## src/rtl/uart_rx_if.sv

```systemverilog
// Byte output port of the UART receiver: valid/ready handshake carrying one received word.
//   data   received word, stable while valid=1 and ready=0
//   valid  word available (producer -> consumer)
//   ready  consumer accepts the word when valid&ready at a rising clk edge
// master = receiver side, slave = consumer side.
interface uart_rx_if #(
    parameter int unsigned DATA_BITS = 8
) ();
    logic [DATA_BITS-1:0] data;
    logic                 valid;
    logic                 ready;

    modport master (
        output data,
        output valid,
        input  ready
    );

    modport slave (
        input  data,
        input  valid,
        output ready
    );
endinterface

```

## src/rtl/uart_rx.sv

```systemverilog
// UART receiver: oversamples an asynchronous idle-high rx line and frames start bit,
// DATA_BITS data bits LSB first and one stop bit; received words leave on a valid/ready port.
//   clk        system clock, all state on rising edge
//   rst        asynchronous active-low reset
//   rx         serial line, idle high, asynchronous to clk
//   port       uart_rx_if master: data/valid out, ready in
//   frame_err  one-cycle pulse when the stop bit is sampled low
//   overrun    one-cycle pulse when a word completes while the previous one is still held
//   busy       high whenever the receiver is not idle
module uart_rx #(
    parameter int unsigned CLKS_PER_BIT = 4,
    parameter int unsigned DATA_BITS    = 8,
    parameter int unsigned CNT_W        = 3
) (
    input  logic      clk,
    input  logic      rst,
    input  logic      rx,
    uart_rx_if.master port,
    output logic      frame_err,
    output logic      overrun,
    output logic      busy
);

    localparam int unsigned H     = CLKS_PER_BIT / 2;
    localparam int unsigned IDX_W = $clog2(DATA_BITS + 1);

    // Elaboration-time parameter sanity
    if ((CLKS_PER_BIT < 4) || ((CLKS_PER_BIT % 2) != 0)) begin : g_bad_cpb
        $error("uart_rx: CLKS_PER_BIT must be even and >= 4");
    end
    if ((DATA_BITS < 5) || (DATA_BITS > 8)) begin : g_bad_db
        $error("uart_rx: DATA_BITS must be 5..8");
    end
    if ((2 ** CNT_W) <= (CLKS_PER_BIT - 1)) begin : g_bad_cnt
        $error("uart_rx: CNT_W too narrow for CLKS_PER_BIT");
    end

    typedef enum logic [2:0] {
        S_IDLE,
        S_START,
        S_DATA,
        S_STOP,
        S_BREAK
    } state_t;

    state_t               state, state_nxt;
    logic [CNT_W-1:0]     cnt, cnt_nxt;
    logic [IDX_W-1:0]     bit_idx, bit_idx_nxt;
    logic [DATA_BITS-1:0] shift, shift_nxt;
    logic                 rx_m, rx_s;
    logic                 deliver_c;
    logic                 ferr_c;

    // Two-flop synchronizer; resets to the idle line level so reset never looks like a start bit
    always_ff @(posedge clk or negedge rst) begin
        if (!rst) begin
            rx_m <= 1'b1;
            rx_s <= 1'b1;
        end else begin
            rx_m <= rx;
            rx_s <= rx_m;
        end
    end

    // FSM and datapath state
    always_ff @(posedge clk or negedge rst) begin
        if (!rst) begin
            state   <= S_IDLE;
            cnt     <= '0;
            bit_idx <= '0;
            shift   <= '0;
        end else begin
            state   <= state_nxt;
            cnt     <= cnt_nxt;
            bit_idx <= bit_idx_nxt;
            shift   <= shift_nxt;
        end
    end

    // Next-state: start is checked at mid-bit (H-1), then every bit is sampled one full
    // period later, which lands each sample in the middle of its bit.
    always_comb begin
        state_nxt   = state;
        cnt_nxt     = cnt;
        bit_idx_nxt = bit_idx;
        shift_nxt   = shift;
        deliver_c   = 1'b0;
        ferr_c      = 1'b0;

        case (state)
            S_IDLE: begin
                if (!rx_s) begin
                    state_nxt = S_START;
                    cnt_nxt   = '0;
                end
            end

            S_START: begin
                if (cnt == CNT_W'(H - 1)) begin
                    cnt_nxt = '0;
                    if (!rx_s) begin
                        state_nxt   = S_DATA;
                        bit_idx_nxt = '0;
                    end else begin
                        // Line went back high before mid-bit: glitch, not a frame
                        state_nxt = S_IDLE;
                    end
                end else begin
                    cnt_nxt = cnt + CNT_W'(1);
                end
            end

            S_DATA: begin
                if (cnt == CNT_W'(CLKS_PER_BIT - 1)) begin
                    cnt_nxt     = '0;
                    shift_nxt   = {rx_s, shift[DATA_BITS-1:1]};
                    bit_idx_nxt = bit_idx + IDX_W'(1);
                    if (bit_idx == IDX_W'(DATA_BITS - 1)) begin
                        state_nxt = S_STOP;
                    end
                end else begin
                    cnt_nxt = cnt + CNT_W'(1);
                end
            end

            S_STOP: begin
                if (cnt == CNT_W'(CLKS_PER_BIT - 1)) begin
                    cnt_nxt = '0;
                    if (rx_s) begin
                        deliver_c = 1'b1;
                        state_nxt = S_IDLE;
                    end else begin
                        ferr_c    = 1'b1;
                        state_nxt = S_BREAK;
                    end
                end else begin
                    cnt_nxt = cnt + CNT_W'(1);
                end
            end

            S_BREAK: begin
                // Hold here while the line stays low so a long break reports once
                if (rx_s) begin
                    state_nxt = S_IDLE;
                end
            end

            default: begin
                state_nxt = S_IDLE;
                cnt_nxt   = '0;
            end
        endcase
    end

    // Output port: a new word may replace the held one only in the cycle it is being accepted
    always_ff @(posedge clk or negedge rst) begin
        if (!rst) begin
            port.data  <= '0;
            port.valid <= 1'b0;
            frame_err  <= 1'b0;
            overrun    <= 1'b0;
            busy       <= 1'b0;
        end else begin
            frame_err <= ferr_c;
            overrun   <= 1'b0;
            busy      <= (state_nxt != S_IDLE);
            if (deliver_c) begin
                if (!port.valid || port.ready) begin
                    port.data  <= shift;
                    port.valid <= 1'b1;
                end else begin
                    overrun <= 1'b1;
                end
            end else if (port.valid && port.ready) begin
                port.valid <= 1'b0;
            end
        end
    end

endmodule

```

## src/flat_wrapper.sv

```systemverilog
// flat-port wrapper written by rule: the top's interface ports become plain ports
module uart_rx_flat 
#(
    parameter int unsigned CLKS_PER_BIT = 4,
    parameter int unsigned DATA_BITS    = 8,
    parameter int unsigned CNT_W        = 3
)
  (clk, rst, rx, frame_err, overrun, busy, port_data, port_valid, port_ready);
  uart_rx_if #(.DATA_BITS(DATA_BITS)) port_i ();
  input  logic clk;
  input  logic rst;
  input  logic rx;
  output logic frame_err;
  output logic overrun;
  output logic busy;
  output wire logic [$bits(port_i.data)-1:0] port_data;
  output wire logic [$bits(port_i.valid)-1:0] port_valid;
  input wire logic [$bits(port_i.ready)-1:0] port_ready;
  assign port_data = port_i.data;
  assign port_valid = port_i.valid;
  assign port_i.ready = port_ready;
  uart_rx #(.CLKS_PER_BIT(CLKS_PER_BIT), .DATA_BITS(DATA_BITS), .CNT_W(CNT_W)) u_core (.clk(clk), .rst(rst), .rx(rx), .port(port_i), .frame_err(frame_err), .overrun(overrun), .busy(busy));
endmodule
```

## config.mk

```make
export PLATFORM = sky130hd
export DESIGN_NAME = uart_rx_flat
export DESIGN_NICKNAME = d
export VERILOG_FILES = /design/src/rtl/uart_rx_if.sv /design/src/rtl/uart_rx.sv /design/src/flat_wrapper.sv
export SDC_FILE = /design/constraint.sdc
export NUM_CORES = 1
export LEC_CHECK = 0
export CAP_MARGIN = 30
export CORE_MARGIN = 3
export CORE_UTILIZATION = 59
export DETAILED_ROUTE_END_ITERATION = 8
export GPL_TIMING_DRIVEN = 0
export PLACE_DENSITY_LB_ADDON = 0.08
export SLEW_MARGIN = 20
export SYNTH_ARGS = -nofsm -noshare
export SYNTH_HDL_FRONTEND = slang
export SYNTH_SLANG_ARGS = --single-unit
export TNS_END_PERCENT = 1
```

## constraint.sdc

```tcl
create_clock -name clk -period 2.8 [get_ports clk]
set_clock_uncertainty 0.15 [all_clocks]
set_input_delay 0.56 -clock clk [delete_from_list [all_inputs] [get_ports clk]]
set_output_delay 0.56 -clock clk [all_outputs]
set_load 0.05 [all_outputs]
```

[Word-level counts from Yosys, hierarchy flattened]
Cells that the tools add are included.
Widths: inputs -> output; s select.
Word-level totals
  bits in registers: 32
  input port bits: 4
  word-level logic and storage cells: 67
Operators by class
  add/subtract/negate cells: 2
  equality and inequality tests: 12
  multiplexer cells: 28
  bitwise gates (word level): 1
  reduce and logical (&&, ||, !) cells: 13
Operator list (number)
  $mux 3: 10
  $pmux 3 s5: 1
  $mux 4: 3
  $pmux 3 s4: 1
  $mux 1: 11
  $eq 3x2->1 const B: 3
  $pmux 4 s2: 1
  $reduce_and 2->1: 4
  $eq 3x1->1 const B: 2
  $ne 2x2->1 const B: 3
  $add 4x1->4 const B: 1
  $eq 4x3->1 const B: 1
  $ne 2x1->1 const B: 2
  $reduce_and 4->1: 1
  $reduce_bool 2->1: 2
  $add 3x1->3 const B: 1
  $eq 3x3->1 const B: 1
  $logic_not 3->1: 1
  $reduce_bool 3->1: 1
  $mux 2: 1
  $reduce_or 2->1: 1
  $logic_and 1x1->1: 1
  $logic_not 1->1: 1
  $logic_or 1x1->1: 1
  $not 1->1: 1

[Logic depth before layout (Yosys ltp)]
Gate-level depths: netlist (run 1).
  word-level depth: 5
  mapped depth: 7
  mapped depth without buffers: 6

[Worst setup path before layout (run 1)]
No wires, ideal clock.
  path type: register -> register
  from: reg u_core.cnt[0]
  to: reg u_core.busy
  setup time: 0.131 ns
  arrival time: 1.528 ns
  data required time: 2.519 ns
  path slack: 0.991 ns
  stages on the path, launching flop included: 7
  path buffers: 0
  clock period less this slack: 1.809 ns
  path through: dfrtp_1 ha_1 ha_1 nand2b_2 nor4_1 o22a_1 or3_1
Between the ends
  longest elaborated chain between the ends: 4
Ends and longest elaborated chain
  from (decl): line uart_rx.sv:47  | logic [CNT_W-1:0] cnt, cnt_nxt;
  from (signal assigned): line uart_rx.sv:74  | cnt <= cnt_nxt;
  $eq 3x2->1 or $eq 3x1->1 (tied branches): line uart_rx.sv:114, uart_rx.sv:127, uart_rx.sv:99
  $mux 3, on equally long branches: line uart_rx.sv:127, uart_rx.sv:99, uart_rx.sv:114
  $pmux 3 s5 *: line uart_rx.sv:90  | case (state)
  named net u_core.state_nxt[0]: line uart_rx.sv:46  | state_t state, state_nxt;
  $reduce_bool 3->1 *: line uart_rx.sv:166  | busy <= (state_nxt != S_IDLE);
  to (signal assigned): line uart_rx.sv:166
  to (decl): line uart_rx.sv:21  | output logic busy
Mark *: on every way through the listed nets, which the timed path passes. The rest lies on a longest branch.
A chain may end at the register's enable or synchronous reset.

[Final worst setup path (run 1)]
  from: reg u_core.port.data[3]
  to: out port_data[3]
RTL lines
  from (decl): line uart_rx_if.sv:14  | output data,
  from (signal assigned): line uart_rx.sv:169  | port.data <= shift;
  to (decl): line flat_wrapper.sv:16  | output wire logic [$bits(port_i.data)-1:0] port_data;
No word-level cell between the ends.

==> results.toml, run 1 <==
[timing]
transition_time_of_the_tightest_slew_check_pin_ps = 693.0
final_min_period_over_clock_period_pct = 79.31
holdWs_ps = 113.7
max-slew-margin-rel_pct = 53.80
final.setup.tns_ps = 0
post-route-min-period_ps = 2221
drv_slew = 0
setup_slack_ps = 579.4
fmax_mhz = 450.3
final_hold_viol_count = 0
grt_setup_unrepaired = "no"
final_setup_fails = 0

[floorplanning]
row_count = 17
placeableCoreArea_um2 = 2297
floorplan_die_height_um = 56.13
floorplan.die.width_um = 56.13
die-area_um2 = 3151
num_io_pins = 16
start_util_pct = 64.54

[worst_setup_path]
worstPathRequired_ps = 2090
critical_path_start_type = "flop"
critical_path.max_fanout = 2
timing.critical_path.cells = "clkdlybuf4s50_1"
cp_num_buf_inv = 1
worst_ep_arrival_time_ps = 1510
critPathSlowestCell = "sky130_fd_sc_hd__clkdlybuf4s50_1"
category_of_the_critical_setup_timing_path = "reg -> out"
cp-end-kind = "primary output"
timing.critical_path.max_delay_family = "buffers and inverters"
max_stage_delay_ps = 820

[yosys]
synthesis.area_um2 = 1483
synth.largest_area_cell = "sky130_fd_sc_hd__dfrtp_1"
synth_seq_area_share_pct = 54.18
post_synth_inst_count = 113
async_flop_share_pct = 100.0
synthMostInstantiatedCell = "sky130_fd_sc_hd__dfrtp_1"
synth_nets = 123
ys_seq_elements = 32
post_synth_main_area_contributors = "sky130_fd_sc_hd__dfrtp_1, sky130_fd_sc_hd__mux2_4, sky130_fd_sc_hd__mux2_1, sky130_fd_sc_hd__ha_1, sky130_fd_sc_hd__dfstp_2"
synth.cells.most_frequent = "sky130_fd_sc_hd__dfrtp_1, sky130_fd_sc_hd__nand2_1, sky130_fd_sc_hd__mux2_1, sky130_fd_sc_hd__mux2_4"
number_of_synthesized_flops_with_an_enable_pin = 0
synthesis.yosys.warnings = 0
per_instance_average_area_after_synthesis_um2 = 13.12
synth_largest_type_area_fraction_pct = 50.63
synth_cell_type_count = 37
postSynth.topFlopCell = "sky130_fd_sc_hd__dfrtp_1"

[clock_network]
clockRootBuffer = "sky130_fd_sc_hd__clkbuf_4"
cts-htree-levels = 2
cts.sink_count = 32
post_cts.resized_instances = 0
tritoncts = "built"
postCtsHoldBufs = 0
ctsLongestPathBuffers = 2
cts_setup_buffers = 0
path_clk_slew_ps = 100
cts-buffers-inserted = 5
insertion_delay_ps = 330

[route]
post-route-drc-count = 0
drtPass1Iterations = 4
viasPerCell = 5.585
count_of_antenna_violating_nets_left_after_detailed_routing = 0
dr.first_iter.drc_count = 20
detail_route.wirelength_um = 2575
num_vias = 916
post_drt_wl_per_cell_um = 15.70

[global_route]
antenna_found_initial = 0
gr-total-overflow = 0
grt_util_all_layers_pct = 19.61
grt_max_degree = 33
number_of_global_route_vias_before_repair = 1001
grt_first_pass_wirelength_um = 4692

[finish]
antennaDiodeCount = 0
layout.cell_area.non_filler_um2 = 1724
nFillCells = 169
final_nets = 145
final_layout_size_suffix_gt1_share_pct = 22.79
syn_to_final_growth_pct = 16.29

[hold_path]
hold_path_class = "in -> async"

[placement]
dp_hpwl_um = 1852
io_buffer_count = 15
routability_congestion_estimate = 0.7571
dp_worst_setup_slack_ps = 730.3
placed_cell_area_um2 = 1663

[job]
cap_violations = 0

[outcome]
status = "finished, final reports clean"

[power]
irDropWorstVdd_uv = 581.0
power.density_nw_per_um2 = 822.1
finalPower_mw = 1.417
leakage_nw = 0.8385
cells in the final DEF, fill, tap and decap left out, types with 2 or more instances in the layout:
master,Yosys,final
sky130_fd_sc_hd__a21oi_1,2,2
sky130_fd_sc_hd__buf_2,1,2
sky130_fd_sc_hd__buf_4,2,2
sky130_fd_sc_hd__buf_6,2,2
sky130_fd_sc_hd__clkbuf_4,0,5
sky130_fd_sc_hd__clkdlybuf4s50_1,0,14
sky130_fd_sc_hd__clkinv_2,0,2
sky130_fd_sc_hd__dfrtp_1,30,30
sky130_fd_sc_hd__dfstp_2,2,2
sky130_fd_sc_hd__ha_1,6,6
sky130_fd_sc_hd__inv_1,5,5
sky130_fd_sc_hd__mux2_1,8,8
sky130_fd_sc_hd__mux2_4,8,8
sky130_fd_sc_hd__nand2_1,9,9
sky130_fd_sc_hd__nand2b_1,4,4
sky130_fd_sc_hd__nand3_1,2,2
sky130_fd_sc_hd__nor2_1,6,6
sky130_fd_sc_hd__nor4_1,2,2
sky130_fd_sc_hd__o21a_1,2,2
sky130_fd_sc_hd__o21ai_1,2,2
flip-flops by register name (all words and copies together) (netlist names):
name,cells
u_core.rx_s,1
u_core.port.valid,1
u_core.shift,8
u_core.frame_err,1
u_core.port.data,8
u_core.busy,1
u_core.rx_m,1
u_core.state,3
u_core.cnt,3
u_core.bit_idx,4
u_core.overrun,1
through the flow:
step,util [%],std cells
floorplan,-,113
global route,75.05,164
detailed placement,72.39,156
CTS,75.05,164
finish,75.05,164
global placement,72.60,156
cell type report:
cell class,instances,area [um2],area share (%)
flip-flops and latches,32,803.3,46.59
clock buffers,6,51.30,2.975
clock inverters,2,10.01,0.5806
inverters,5,18.77,1.089
multi-input cells,71,618.1,35.85
plain buffers,5,42.54,2.467
well taps,28,35.03,2.032
repair buffers,15,145.1,8.418
path summary, 6_finish.rpt:
check                                                     start  slack, ps                               to  cells after the start
worst max-delay path            u_core.port.data[3]$_DFFE_PN0P_        580                     port_data[3]                      1
worst min-delay path                                        rst        110      u_core.shift[7]$_DFFE_PN0P_                      1
worst max register to register        u_core.cnt[0]$_DFFE_PN0P_        730      u_core.shift[1]$_DFFE_PN0P_                      6
worst min register to register            u_core.rx_m$_DFF_PN1_        210            u_core.rx_s$_DFF_PN1_                      0
max in group asynchronous                                   rst       1940  u_core.port.data[1]$_DFFE_PN0P_                      1
min in group clk                          u_core.rx_m$_DFF_PN1_        210            u_core.rx_s$_DFF_PN1_                      0
layer usage:
layer	track usage (%)	wire, um
met1	22.87	1148
met2	32.22	1275
met3	5.800	102
met4	10.51	48
met5	0	0
logic make-up after synthesis:
kind of cell | count (synthesis) | synth area share, %
AO/OA/AOI/OAI | 15 | 7.089
AND/OR/NAND/NOR | 31 | 13.33
flip-flops | 32 | 54.18
adder cells (fa/ha/maj) | 6 | 5.063
XOR/XNOR | 1 | 0.5908
buffers and inverters | 10 | 4.134
multiplexers | 18 | 15.61
power breakdown:
part,switching [mW],internal [mW]
registers,0.0608,0.553
logic,0.292,0.239
clock network,0.154,0.119
Power figures use the tool's default switching activity.
==> run 2, diff against run 1 <==
Settings changed: CORE_UTILIZATION 59 to 49.
Clock period 2.8 ns to 2 ns, I/O delays scaled along.
==> results.toml, run 2 (synthesized netlist as in run 1, its figures left out) <==
[route]
post-route-drc-count = 0
drtPass1Iterations = 3
count_of_antenna_violating_nets_left_after_detailed_routing = 0
viasPerCell = 5.305
detail_route.wirelength_um = 2358
num_vias = 886
dr.first_iter.drc_count = 17
post_drt_wl_per_cell_um = 14.12

[clock_network]
tritoncts = "built"
ctsLongestPathBuffers = 2
clockRootBuffer = "sky130_fd_sc_hd__clkbuf_4"
cts-htree-levels = 2
path_clk_slew_ps = 90
insertion_delay_ps = 320
cts-buffers-inserted = 5
cts.sink_count = 32

[finish]
layout.cells.most_common = "sky130_fd_sc_hd__dfrtp_1"
final_layout_size_suffix_gt1_share_pct = 22.06
nFillCells = 248
final_core_utilization_pct = 60.77
antennaDiodeCount = 0
most-common-layout-cells = "sky130_fd_sc_hd__dfrtp_1, sky130_fd_sc_hd__dlygate4sd2_1, sky130_fd_sc_hd__nand2_1"
seq_area_um2 = 803.3
largest_registers = "u_core.port.data: 8 flops, u_core.shift: 8 flops, u_core.bit_idx: 4 flops"
multiInputGateArea_um2 = 625.6
final_nets = 146
syn_to_final_growth_pct = 15.95

[timing]
max-slew-margin-rel_pct = 54.36
fmax_mhz = 527.2
final_hold_viol_count = 0
setup_slack_ps = 103.3
final_setup_fails = 0
final_min_period_over_clock_period_pct = 94.83
holdWs_ps = 211.4
post-route-min-period_ps = 1897
transition_time_of_the_tightest_slew_check_pin_ps = 684.6
drv_slew = 0
grt_setup_unrepaired = "no"

[power]
leakage_nw = 0.8872
power.density_nw_per_um2 = 1111
irDropWorstVdd_uv = 650.7

[global_route]
grt_max_degree = 33
number_of_global_route_vias_before_repair = 851
grt_util_all_layers_pct = 15.11
gr-total-overflow = 0
antenna_found_initial = 0
grt_first_pass_wirelength_um = 3919

[worst_setup_path]
timing.critical_path.max_delay_family = "simple AND/OR/NAND/NOR gates"
worst_ep_arrival_time_ps = 1950
category_of_the_critical_setup_timing_path = "reg -> reg"
timing.critical_path.cells = "ha_1 > ha_2 > nand2b_2 > nor4_1 > o22a_1 > or3_1"
cp-end-kind = "flop"
critical_path.max_fanout = 4
cp_num_buf_inv = 0
worstPathRequired_ps = 2050
critPathSlowestCell = "sky130_fd_sc_hd__dfrtp_1"
critical_path_start_type = "flop"
max_stage_delay_ps = 420

[job]
cap_violations = 0

[floorplanning]
floorplan_die_height_um = 61.01
row_count = 19
start_util_pct = 52.41
die-area_um2 = 3722
floorplan.die.width_um = 61.01
num_io_pins = 16
placeableCoreArea_um2 = 2829

[placement]
dp_worst_setup_slack_ps = 44.21
io_buffer_count = 15
routability_congestion_estimate = 0.8086
dp_hpwl_um = 1599

[hold_path]
hold_path_class = "reg -> reg"

[outcome]
status = "finished, final reports clean"
## run 2: changes by cell type in the layout (fill, tap and decap cells not counted), sizes merged
cell,delta
dlygate4sd2,+12
dlygate4sd3,+1
clkinv,-1
clkdlybuf4s50,-12
## run 2: power breakdown
part	switching (mW)	internal, mW	leakage (nW)
clock	0.204	0.129	0.0281
sequential	0.0837	0.774	0.422
combinational	0.397	0.321	0.437
total	0.686	1.22	0.887
## run 2: timing repair
action / CTS / global route
setup endpoints to repair: 12 / 7
hold endpoints to repair: 30 / 0
resized for setup: 12 / 3
hold buffers: 1 / 0
setup buffers: 0 / 0
## run 2: final cells by class
| cell class | count | area share, % |
|---|---|---|
| Clock inverter | 1 | 0.2911 |
| Tap cell | 31 | 2.256 |
| Sequential cell | 32 | 46.72 |
| Buffer | 5 | 2.693 |
| Clock buffer | 6 | 2.402 |
| Timing Repair Buffer | 16 | 8.151 |
| Multi-Input combinational cell | 71 | 36.39 |
| Inverter | 5 | 1.092 |
## run 2: worst paths after layout
path / start / endpoint / slack, ps / depth (start not counted)
worst min-delay path: u_core.rx_m$_DFF_PN1_ / u_core.rx_s$_DFF_PN1_ / 210 / 0
worst min register to register: u_core.rx_m$_DFF_PN1_ / u_core.rx_s$_DFF_PN1_ / 210 / 0
worst max-delay path: u_core.cnt[0]$_DFFE_PN0P_ / u_core.busy$_DFF_PN0_ / 100 / 6
worst max register to register: u_core.cnt[0]$_DFFE_PN0P_ / u_core.busy$_DFF_PN0_ / 100 / 6
min in group asynchronous: rst / u_core.port.data[0]$_DFFE_PN0P_ / 510 / 2
max in group asynchronous: rst / u_core.port.data[3]$_DFFE_PN0P_ / 760 / 2
## run 2: per-stage QoR
step | instances | TNS, ps | cell area [um2] | power (mW)
after floorplan | 113 | 0 | 1483 | 1.422
after global placement | 159 | -5545 | 1672 | 1.582
after detailed placement | 159 | 0 | 1667 | 1.602
after CTS | 167 | 0 | 1708 | 1.921
after global routing | 167 | 0 | 1719 | 2.054
final | 167 | 0 | 1719 | 1.910
## run 2: layer usage
metal / track usage (%) / wire [um] / vias up / share of wire [%]
li1: - / - / 433 / -
met1: 19.73 / 1168 / 434 / 50
met2: 21.83 / 1058 / 17 / 45
met3: 6.383 / 114 / 2 / 4.8
met4: 6.811 / 17 / 0 / 0.72
met5: 0 / 0 / - / 0
==> run 3, diff against run 2 <==
Settings changed: CTS_CLUSTER_DIAMETER set to 100.
==> results of run 3 <==
Final layout, timing and power as in run 2 (identical DEF).
